<file path="src/rtl/spectrum_peak_search_pkg.sv">
// Shared definitions for the spectrum peak search stage: default widths,
// profile geometry and the controller state encoding.
package spectrum_peak_search_pkg;

    localparam int SPS_DATA_W  = 32;
    localparam int SPS_NBINS   = 512;
    localparam int SPS_BIN_W   = 9;
    localparam int SPS_NGATES  = 64;
    localparam int SPS_GATE_W  = 6;
    localparam int SPS_SKIP_LO = 4;

    // Controller states; kept as plain constants so older code can compare raw codes.
    typedef logic [1:0] sps_state_t;
    localparam sps_state_t ST_IDLE   = 2'd0;
    localparam sps_state_t ST_SEARCH = 2'd1;
    localparam sps_state_t ST_DONE   = 2'd2;

endpackage

</file>
<file path="src/rtl/spectrum_peak_search_peak_tracker.sv">
// Per-gate maximum tracker. Holds the running maximum, its bin index, the
// sample just below it and the sample just above it. The *_nxt outputs show
// the values including the current sample, so the owner can capture a
// complete gate result on the same edge that accepts the last bin.
module spectrum_peak_search_peak_tracker
    import spectrum_peak_search_pkg::*;
#(
    parameter int DATA_W  = SPS_DATA_W,
    parameter int NBINS   = SPS_NBINS,
    parameter int BIN_W   = SPS_BIN_W,
    parameter int SKIP_LO = SPS_SKIP_LO
) (
    input  logic              clk,
    input  logic              rst_n,
    input  logic [DATA_W-1:0] sample,
    input  logic [BIN_W-1:0]  bin,
    input  logic              valid,
    input  logic              clear,
    output logic [DATA_W-1:0] max_nxt,
    output logic [BIN_W-1:0]  index_nxt,
    output logic [DATA_W-1:0] left_nxt,
    output logic [DATA_W-1:0] right_nxt
);

    logic [DATA_W-1:0] max_r, left_r, right_r, prev_r;
    logic [BIN_W-1:0]  index_r;
    logic              pend_r;

    logic [DATA_W-1:0] max_s, left_s, right_s, prev_s;
    logic [BIN_W-1:0]  index_s;
    logic              pend_s;
    logic              cand_s, first_s, load_s;

    // Single compare-and-load: decide whether this sample becomes the new peak.
    always_comb begin
        cand_s  = (bin >= BIN_W'(SKIP_LO));
        first_s = (bin == BIN_W'(SKIP_LO));
        load_s  = valid & cand_s & (first_s | (sample > max_r));

        max_s   = max_r;
        index_s = index_r;
        left_s  = left_r;
        right_s = right_r;
        pend_s  = pend_r;

        if (load_s) begin
            max_s   = sample;
            index_s = bin;
            right_s = {DATA_W{1'b0}};
            if (bin == {BIN_W{1'b0}}) begin
                left_s = {DATA_W{1'b0}};
            end else begin
                left_s = prev_r;
            end
            // A peak on the top bin has no upper neighbour to wait for.
            if (bin == BIN_W'(NBINS - 1)) begin
                pend_s = 1'b0;
            end else begin
                pend_s = 1'b1;
            end
        end else if (valid & pend_r) begin
            right_s = sample;
            pend_s  = 1'b0;
        end else begin
            pend_s = pend_r;
        end

        if (valid) begin
            prev_s = sample;
        end else begin
            prev_s = prev_r;
        end
    end

    // Working registers; cleared between gates and whenever the search is idle.
    always_ff @(posedge clk or negedge rst_n) begin
        if (!rst_n) begin
            max_r   <= {DATA_W{1'b0}};
            index_r <= {BIN_W{1'b0}};
            left_r  <= {DATA_W{1'b0}};
            right_r <= {DATA_W{1'b0}};
            prev_r  <= {DATA_W{1'b0}};
            pend_r  <= 1'b0;
        end else if (clear) begin
            max_r   <= {DATA_W{1'b0}};
            index_r <= {BIN_W{1'b0}};
            left_r  <= {DATA_W{1'b0}};
            right_r <= {DATA_W{1'b0}};
            prev_r  <= {DATA_W{1'b0}};
            pend_r  <= 1'b0;
        end else begin
            max_r   <= max_s;
            index_r <= index_s;
            left_r  <= left_s;
            right_r <= right_s;
            prev_r  <= prev_s;
            pend_r  <= pend_s;
        end
    end

    assign max_nxt   = max_s;
    assign index_nxt = index_s;
    assign left_nxt  = left_s;
    assign right_nxt = right_s;

endmodule

</file>
<file path="src/rtl/spectrum_peak_search.sv">
// Spectrum peak search: per range gate, finds the strongest FFT bin and
// reports its value, index and both neighbours; pulses search_done after
// the last gate of the profile.
module spectrum_peak_search
    import spectrum_peak_search_pkg::*;
#(
    parameter int DATA_W  = SPS_DATA_W,
    parameter int NBINS   = SPS_NBINS,
    parameter int BIN_W   = SPS_BIN_W,
    parameter int NGATES  = SPS_NGATES,
    parameter int GATE_W  = SPS_GATE_W,
    parameter int SKIP_LO = SPS_SKIP_LO
) (
    input  logic              clk,
    input  logic              rst_n,
    input  logic              pp_ctrl,
    input  logic              data_valid_in,
    input  logic [DATA_W-1:0] data_in,
    output logic              peak_valid,
    output logic [GATE_W-1:0] peak_gate,
    output logic [BIN_W-1:0]  peak_index,
    output logic [DATA_W-1:0] peak_value,
    output logic [DATA_W-1:0] peak_left,
    output logic [DATA_W-1:0] peak_right,
    output logic              search_busy,
    output logic              search_done
);

    sps_state_t        state_r, state_s;
    logic [BIN_W-1:0]  bin_cnt_r, bin_cnt_s;
    logic [GATE_W-1:0] gate_cnt_r, gate_cnt_s;

    logic accept_s, last_bin_s, last_gate_s, gate_end_s, prof_end_s, trk_clear_s;

    logic [DATA_W-1:0] trk_max_s, trk_left_s, trk_right_s;
    logic [BIN_W-1:0]  trk_index_s;

    logic              peak_valid_r, search_busy_r, search_done_r;
    logic [GATE_W-1:0] peak_gate_r;
    logic [BIN_W-1:0]  peak_index_r;
    logic [DATA_W-1:0] peak_value_r, peak_left_r, peak_right_r;

    // Sample acceptance and gate/profile boundary detection.
    always_comb begin
        accept_s    = (state_r == ST_SEARCH) & pp_ctrl & data_valid_in;
        last_bin_s  = (bin_cnt_r == BIN_W'(NBINS - 1));
        last_gate_s = (gate_cnt_r == GATE_W'(NGATES - 1));
        gate_end_s  = accept_s & last_bin_s;
        prof_end_s  = gate_end_s & last_gate_s;
        trk_clear_s = (state_r != ST_SEARCH) | gate_end_s;
    end

    // Controller next state and bin/gate counters.
    always_comb begin
        state_s    = state_r;
        bin_cnt_s  = bin_cnt_r;
        gate_cnt_s = gate_cnt_r;
        case (state_r)
            ST_IDLE: begin
                bin_cnt_s  = {BIN_W{1'b0}};
                gate_cnt_s = {GATE_W{1'b0}};
                if (pp_ctrl) begin
                    state_s = ST_SEARCH;
                end else begin
                    state_s = ST_IDLE;
                end
            end
            ST_SEARCH: begin
                if (!pp_ctrl) begin
                    // Abort: the partial gate is dropped silently.
                    state_s    = ST_IDLE;
                    bin_cnt_s  = {BIN_W{1'b0}};
                    gate_cnt_s = {GATE_W{1'b0}};
                end else if (accept_s) begin
                    if (last_bin_s) begin
                        bin_cnt_s  = {BIN_W{1'b0}};
                        gate_cnt_s = gate_cnt_r + GATE_W'(1);
                        if (last_gate_s) begin
                            state_s = ST_DONE;
                        end else begin
                            state_s = ST_SEARCH;
                        end
                    end else begin
                        bin_cnt_s = bin_cnt_r + BIN_W'(1);
                    end
                end else begin
                    state_s = ST_SEARCH;
                end
            end
            ST_DONE: begin
                if (!pp_ctrl) begin
                    state_s = ST_IDLE;
                end else begin
                    state_s = ST_DONE;
                end
            end
            default: begin
                state_s    = ST_IDLE;
                bin_cnt_s  = {BIN_W{1'b0}};
                gate_cnt_s = {GATE_W{1'b0}};
            end
        endcase
    end

    // Controller state and counter registers.
    always_ff @(posedge clk or negedge rst_n) begin
        if (!rst_n) begin
            state_r    <= ST_IDLE;
            bin_cnt_r  <= {BIN_W{1'b0}};
            gate_cnt_r <= {GATE_W{1'b0}};
        end else begin
            state_r    <= state_s;
            bin_cnt_r  <= bin_cnt_s;
            gate_cnt_r <= gate_cnt_s;
        end
    end

    spectrum_peak_search_peak_tracker #(
        .DATA_W  (DATA_W),
        .NBINS   (NBINS),
        .BIN_W   (BIN_W),
        .SKIP_LO (SKIP_LO)
    ) u_tracker (
        .clk       (clk),
        .rst_n     (rst_n),
        .sample    (data_in),
        .bin       (bin_cnt_r),
        .valid     (accept_s),
        .clear     (trk_clear_s),
        .max_nxt   (trk_max_s),
        .index_nxt (trk_index_s),
        .left_nxt  (trk_left_s),
        .right_nxt (trk_right_s)
    );

    // Result registers: capture on the last bin, hold until the next gate ends.
    always_ff @(posedge clk or negedge rst_n) begin
        if (!rst_n) begin
            peak_valid_r  <= 1'b0;
            peak_gate_r   <= {GATE_W{1'b0}};
            peak_index_r  <= {BIN_W{1'b0}};
            peak_value_r  <= {DATA_W{1'b0}};
            peak_left_r   <= {DATA_W{1'b0}};
            peak_right_r  <= {DATA_W{1'b0}};
            search_done_r <= 1'b0;
            search_busy_r <= 1'b0;
        end else begin
            peak_valid_r  <= gate_end_s;
            search_done_r <= prof_end_s;
            // Busy covers the whole search plus the cycle of the final result.
            search_busy_r <= (state_s == ST_SEARCH) | prof_end_s;
            if (gate_end_s) begin
                peak_gate_r  <= gate_cnt_r;
                peak_index_r <= trk_index_s;
                peak_value_r <= trk_max_s;
                peak_left_r  <= trk_left_s;
                peak_right_r <= trk_right_s;
            end else begin
                peak_gate_r  <= peak_gate_r;
                peak_index_r <= peak_index_r;
                peak_value_r <= peak_value_r;
                peak_left_r  <= peak_left_r;
                peak_right_r <= peak_right_r;
            end
        end
    end

    assign peak_valid  = peak_valid_r;
    assign peak_gate   = peak_gate_r;
    assign peak_index  = peak_index_r;
    assign peak_value  = peak_value_r;
    assign peak_left   = peak_left_r;
    assign peak_right  = peak_right_r;
    assign search_busy = search_busy_r;
    assign search_done = search_done_r;

endmodule

</file>
<file path="config.mk">
export PLATFORM = sky130hd
export DESIGN_NAME = spectrum_peak_search
export DESIGN_NICKNAME = d
export VERILOG_FILES = /design/src/rtl/spectrum_peak_search_pkg.sv /design/src/rtl/spectrum_peak_search_peak_tracker.sv /design/src/rtl/spectrum_peak_search.sv
export SDC_FILE = /design/constraint.sdc
export NUM_CORES = 1
export LEC_CHECK = 0
export CORE_ASPECT_RATIO = 0.6
export CORE_MARGIN = 4
export CORE_UTILIZATION = 50
export DETAILED_ROUTE_END_ITERATION = 8
export PLACE_DENSITY = 0.76
export SLEW_MARGIN = 25
export SYNTH_ARGS = -nofsm -noshare
export SYNTH_HDL_FRONTEND = slang
export SYNTH_SLANG_ARGS = --single-unit
export TNS_END_PERCENT = 100
</file>
<file path="constraint.sdc">
create_clock -name clk -period 3.1 [get_ports clk]
set_clock_uncertainty 0.2 [all_clocks]
set_input_delay 0.62 -clock clk [delete_from_list [all_inputs] [get_ports clk]]
set_output_delay 0.62 -clock clk [all_outputs]
set_load 0.01 [all_outputs]
</file>
==> reports/metrics.cfg, run 1 <==
[worst_setup_path]
path_cells=or4_4 -> or4_4 -> and4_1 -> a311o_1 -> buf_6 -> o211a_4 -> buf_12 -> a221o_1
r2r_end=peak_value[27]$_DFFE_PN0P_
arrival_ns=3.33
worst-setup-path-type=reg -> reg
cp.required_ns=3.30
endpoint_kind=register
path_common_cell=or4_4
reg2reg_depth=8
critical_path_peak_fanout=7
critPathMaxStageDelay_ns=0.59
slowest_stage=or4_4
reg2reg_from=bin_cnt_r[4]$_DFFE_PN0P_
startpoint_type=register
ff2ff_setup_slack_ns=-0.03

[cts]
cts_tree=built
root_buffer=clkbuf_16
cts.sinks=269
clock_latency_ns=0.54
numCtsBuffers=25
path_clk_slew_ns=0.07
clock_path_buffers=3
h-tree-depth=1

[logic_synthesis]
ys_async_sr_fraction_pct=100
yosysUniqueCellTypes=45
synth_area_um2=12100
synth_fp_nets=1156
synth-warning-count=0
yosysSeqAreaShare_pct=55.6
netlist_instances=1084
avgSynthCellArea_um2=11.2
synth-edff-count=0
synth_ff_type=dfrtp_1
synth_seq_cells=269

[sta]
period_share_pct=101
fin_crit_ns=3.13
setup_tns_ns=-0.515
relSlewSlack_pct=60.1
worstMarginPinSlew_ns=0.599
hold_violations=0
setup_slack_ns=-0.0312
slew_violations=0
max_freq_mhz=319
rsz0062_at_grt=true
setup_violations=38

[detailed_routing]
post_drt_wl_per_cell_um=22.0
drtPass1Iterations=5
detailroute.via_count=9795
ant_nets=0
drt-total-wl_mm=35.6
drt_iter0_drc=1032
drc=0
vias_per_cell=6.06

[layout]
antenna_cells=0
drive_gt1_share_pct=14.8
final_common_cell=dfrtp_1
nets=1358
area.growth.synth_to_final_pct=31.8
final_cell_mix=dfrtp_1, nand2_1, clkdlybuf4s50_1
postLayoutCoreUtil_pct=68.0

[placement]
place_hpwl_mm=22.1
io_buffers=149
gp_congestion=0.834

[die]
fp.dieH_um=129
start_util_pct=51.6
core_area_um2=23500
boundaryPins=150
fp.dieW_um=209
die_area_um2=26800
fp-row-count=43

[global_route]
grtUsageTotal_pct=25.3
overflow=0
grt_pass1_vias=9809
antenna_found_initial=1
grt_pass1_wl_mm=55.1
grt_start_max_net_pins=100

[hold_path]
hp-class=reg -> reg
hold_end=peak_right[11]$_DFFE_PN0P_
hold_depth=2
hold_start=peak_right[11]$_DFFE_PN0P_

[run_status]
violations=negative setup slack
status=complete, but fails checks

[flow_run]
maxCapViolCount=0

[power]
irDropWorstVdd_mv=0.404
pwr_density_cell_nw_per_um2=451
power.leakage_uw=0.00742

-- cell usage after synthesis, types with 3 or more instances --
library cell / number / share of area (%)
inv_1: 38 / 1.2
nor4_1: 5 / 0.26
clkbuf_1: 68 / 2.1
xor2_1: 7 / 0.51
buf_6: 8 / 0.74
buf_2: 8 / 0.33
nand2_1: 155 / 4.8
and2_1: 74 / 3.8
nor2_1: 52 / 1.6
nand4_1: 11 / 0.57
dfrtp_1: 269 / 56
mux2i_1: 74 / 6.1
a21oi_1: 23 / 0.95
and3_1: 4 / 0.21
o31ai_1: 63 / 3.9
o2111ai_1: 31 / 2.2
nor2b_1: 3 / 0.16
nand3_1: 6 / 0.25
a22o_1: 33 / 2.4
o21ai_0: 12 / 0.50
a221o_1: 73 / 6.0
nand2b_1: 4 / 0.21
ha_1: 36 / 3.7
-- through the flow --
| stage | instances | hold slack (ns) | total power, uW | setup slack, ns | cell area (um2) |
|---|---|---|---|---|---|
| 6_report | 1617 | 0.274 | 7190 | -0.0312 | 16000 |
| 5_1_grt | 1617 | 0.290 | 7440 | -0.0560 | 16000 |
| 4_1_cts | 1608 | 0.280 | 7210 | 0.00101 | 15500 |
| 3_5_place_dp | 1561 | 0.266 | 4160 | -0.700 | 14700 |
| 3_3_place_gp | 1561 | 0.261 | 4150 | -0.587 | 14700 |
| 2_1_floorplan | 1084 | 0.124 | 3800 | 0.000759 | 12100 |
-- sequential cells by signal (all words and copies together) (netlist names) --
register / flops
u_tracker.right_r: 32
peak_value: 32
state_r: 2
u_tracker.max_r: 32
peak_index: 9
u_tracker.prev_r: 32
u_tracker.index_r: 9
search_done: 1
peak_left: 32
u_tracker.left_r: 32
gate_cnt_r: 6
peak_right: 32
search_busy: 1
peak_valid: 1
u_tracker.pend_r: 1
bin_cnt_r: 9
peak_gate: 6
-- layer usage --
metal	vias up	part of all wire (%)	global-route usage [%]
met1	4957	47	38.5
met4	2	1.5	5.64
met2	441	43	37.1
met3	56	8.4	6.07
li1	4339	-	-
met5	-	0.056	0
-- cell families (layout without fill, tap and decap cells) --
| family | count (synthesis) | after routing | synth area share, % |
|---|---|---|---|
| buffers and inverters | 125 | 342 | 4.52 |
| AO/OA/AOI/OAI | 251 | 252 | 17.1 |
| adder cells (fa/ha/maj) | 36 | 36 | 3.72 |
| AND/OR/NAND/NOR | 322 | 322 | 12.4 |
| XOR/XNOR | 7 | 7 | 0.506 |
| multiplexers | 74 | 74 | 6.12 |
| flip-flops | 269 | 269 | 55.6 |
-- repair_timing --
action | in CTS | in global routing
pin swaps | 5 | 27
gates cloned | 0 | 7
endpoints found under the hold margin | 70 | 0
setup buffers | 3 | 3
endpoints found under the setup margin | 210 | 210
hold buffers | 1 | 0
gates resized for setup | 4 | 59
-- worst max path at each step --
stage	start	to	slack, ns	cells after the start
2_1_floorplan	data_in[30]	peak_value[0]$_DFFE_PN0P_	0.0008	9
3_3_place_gp	data_in[14]	peak_value[16]$_DFFE_PN0P_	-0.59	9
3_5_place_dp	data_in[14]	peak_index[1]$_DFFE_PN0P_	-0.70	9
4_1_cts	data_in[11]	peak_value[27]$_DFFE_PN0P_	0.001	9
5_1_grt	bin_cnt_r[4]$_DFFE_PN0P_	peak_left[30]$_DFFE_PN0P_	-0.06	8
6_report	bin_cnt_r[4]$_DFFE_PN0P_	peak_value[27]$_DFFE_PN0P_	-0.03	8
-- worst max-delay path: cells and delay by family (launching register included) --
| family | cells | cell delay [ns] |
|---|---|---|
| compound gates | 3 | 0.86 |
| buf+inv | 2 | 0.33 |
| simple gates | 3 | 1.22 |
| flops | 1 | 0.39 |
-- where the power goes --
part | total, uW | internal [uW] | switching [uW]
Clock | 3070 | 1750 | 1330
Combinational | 557 | 204 | 353
Sequential | 3560 | 3540 | 23.7
-- area by class of cell --
| cell class | instances | area [um2] |
|---|---|---|
| Inverter | 39 | 146 |
| Tap cell | 315 | 394 |
| Clock buffer | 36 | 707 |
| Multi-Input combinational cell | 691 | 5180 |
| Sequential cell | 269 | 6730 |
| Clock inverter | 7 | 91.3 |
| Fill cell | 1730 | 7500 |
| Timing Repair Buffer | 260 | 2700 |
Power figures use the tool's default switching activity.
==> run 2: changes to the inputs <==
--- a/config.mk
+++ b/config.mk
@@ -10,6 +10,7 @@
 export CORE_UTILIZATION = 50
 export DETAILED_ROUTE_END_ITERATION = 8
 export PLACE_DENSITY = 0.76
+export SETUP_SLACK_MARGIN = 0.15
 export SLEW_MARGIN = 25
 export SYNTH_ARGS = -nofsm -noshare
 export SYNTH_HDL_FRONTEND = slang
==> reports/metrics.cfg, run 2 (same netlist as run 1, synthesis figures left out) <==
[run_status]
status=complete, but fails checks
violations=negative setup slack

[worst_setup_path]
endpoint_kind=register
cp.required_ns=3.32  ; +0.02 ns
critical_path_peak_fanout=7  ; unchanged
reg2reg_from=u_tracker.max_r[13]$_DFF_PN0_
worst-setup-path-type=reg -> reg
arrival_ns=3.39  ; +0.06 ns
cp-startpoint=u_tracker.max_r[13]$_DFF_PN0_
reg2reg_depth=14  ; +6
startpoint_type=register
ff2ff_setup_slack_ns=-0.07  ; -0.04 ns
r2r_end=peak_right[5]$_DFFE_PN0P_

[sta]
setup_violations=63  ; +66%
setup_tns_ns=-1.78  ; -1.27 ns
rsz0062_at_grt=true
max_freq_mhz=315  ; -1.3%
slew_violations=0  ; unchanged
hold_violations=0  ; unchanged
period_share_pct=102  ; +1.3 points
fin_crit_ns=3.17  ; +0.0413 ns
relSlewSlack_pct=50.5  ; -9.6 points
worstMarginPinSlew_ns=0.743  ; +0.144 ns
setup_slack_ns=-0.0725  ; -0.0413 ns

[cts]
numCtsBuffers=25  ; unchanged
cts_tree=built
cts.sinks=269  ; unchanged
clock_latency_ns=0.53  ; about the same
path_clk_slew_ns=0.06  ; about the same
root_buffer=clkbuf_16
h-tree-depth=1  ; unchanged
clock_path_buffers=3  ; unchanged

[global_route]
top_usage_layer=met1
antenna_found_initial=0  ; -1
grt_pass1_vias=9616  ; -2.0%
grt_pass1_wl_mm=57.2  ; +3.8%
overflow=0  ; unchanged
global_route.usage.met1_pct=43.5  ; +5.0 points
grt_start_max_net_pins=80  ; -20%
grt_util_met3_pct=7.31  ; +1.2 points
use_met2_pct=36.2  ; -0.90 points
grtUsageTotal_pct=26.6  ; +1.4 points

[die]
fp-row-count=43  ; unchanged
core_area_um2=23500  ; unchanged
start_util_pct=51.6  ; unchanged
fp.dieH_um=129  ; unchanged
fp.dieW_um=209  ; unchanged
die_area_um2=26800  ; unchanged
boundaryPins=150  ; unchanged

[detailed_routing]
drtPass1Iterations=5  ; unchanged
post_drt_wl_per_cell_um=24.5  ; +11%
drt-total-wl_mm=39.9  ; +12%
vias_per_cell=6.26  ; +3.3%
ant_nets=0  ; unchanged
drt_iter0_drc=1157  ; +12%
drc=0  ; unchanged
detailroute.via_count=10184  ; +4.0%

[power]
pwr_density_cell_nw_per_um2=437  ; -3.0%
irDropWorstVdd_mv=0.414  ; +2.7%
power.leakage_uw=0.00749  ; +1.0%

[layout]
final_cell_mix=dfrtp_1, nand2_1, clkdlybuf4s50_1
nets=1370  ; +0.88%
area.growth.synth_to_final_pct=40.0
nFillCells=1567  ; -9.4%
final_common_cell=dfrtp_1
antenna_cells=0  ; unchanged
drive_gt1_share_pct=21.9  ; +7.1 points
instances_no_fill=1628  ; +0.68%

[hold_path]
hold_end=peak_gate[0]$_DFFE_PN0P_
hold_depth=2  ; unchanged
hold_start=peak_gate[0]$_DFFE_PN0P_
hp-class=reg -> reg

[placement]
io_buffers=149  ; unchanged
gp_congestion=0.886  ; +6.1%
dp_cells=1554  ; -0.45%
place_hpwl_mm=23.9  ; +8.1%

[flow_run]
maxCapViolCount=0  ; unchanged

## run 2: cell count changes in the layout (fill, tap and decap cells not counted), sizes merged, moves of 2 or more
cell,change
buf,+11
bufinv,+2
clkbuf,+2
clkdlybuf4s50,+3
dlygate4sd2,+21
dlymetal6s2s,-24
## run 2: timing repair
| action | in CTS | in global routing |
|---|---|---|
| setup buffers | 9 | 9 |
| hold buffers | 1 | 0 |
| pin swaps | 24 | 61 |
| hold endpoints to repair | 74 | 0 |
| resized for setup | 54 | 181 |
| gates cloned | 5 | 8 |
| endpoints found under the setup margin | 211 | 211 |
## run 2: final cells by class
cell class	instances	area [um2]	area share [%]
flip-flops and latches	269	6730	39.7
multi-input cells	690	5900	34.8
repair buffers	273	2920	17.2
clock buffers	36	727	4.29
well taps	315	394	2.33
inverters	39	146	0.864
clock inverters	6	130	0.768
## run 2: critical path: stages, from the launching register on
cell       delay [ns]
dfrtp_1          0.38
inv_2            0.08
ha_4             0.27
nand4_1          0.17
nor4_2           0.36
buf_4            0.18
buf_6            0.09
and4_4           0.21
a311o_1          0.16
buf_6            0.12
o21ai_4          0.12
buf_12           0.20
buf_12           0.14
clkbuf_16        0.16
o31ai_4          0.21
## run 2: metrics by stage
step	instance area, um2	setup WS [ns]	utilization, %	total power [uW]	hold WS, ns
6_report	16900	-0.0725	72.2	7410	0.276
5_1_grt	16900	-0.161	72.2	7610	0.311
4_1_cts	15800	0.0724	67.3	7360	0.282
3_5_place_dp	14500	-0.689	61.8	4130	0.266
3_3_place_gp	14500	-0.661	61.8	4120	0.260
2_1_floorplan	12100	0.153	-	3800	0.124
## run 2: worst max-delay path by stage
stage,endpoint,slack [ns],cells after the start
final,peak_right[5]$_DFFE_PN0P_,-0.07,14
after global routing,peak_right[5]$_DFFE_PN0P_,-0.16,14
after CTS,u_tracker.index_r[3]$_DFF_PN0_,0.07,10
after detailed placement,peak_value[25]$_DFFE_PN0P_,-0.69,10
after global placement,peak_value[17]$_DFFE_PN0P_,-0.66,10
after floorplan,peak_value[0]$_DFFE_PN0P_,0.15,9
## run 2: metal layers
| metal | routed length (um) | part of all wire [%] | vias to the layer above |
|---|---|---|---|
| met2 | 17000 | 43 | 586 |
| li1 | - | - | 4379 |
| met3 | 4380 | 11 | 69 |
| met1 | 18000 | 45 | 5150 |
| met4 | 584 | 1.5 | 0 |
| met5 | 0 | 0 | - |
## run 2: report_power, final
group | total [uW] | switching, uW | internal [uW]
logic | 561 | 368 | 193
registers | 3570 | 30.1 | 3540
clock network | 3280 | 1330 | 1950
==> run 3: changes to the inputs <==
--- a/config.mk
+++ b/config.mk
@@ -5,6 +5,7 @@
 export SDC_FILE = /design/constraint.sdc
 export NUM_CORES = 1
 export LEC_CHECK = 0
+export CAP_MARGIN = 15
 export CORE_ASPECT_RATIO = 0.6
 export CORE_MARGIN = 4
 export CORE_UTILIZATION = 50
==> results of run 3 <==
The final DEF is identical to that of run 2; final timing and power are the same.
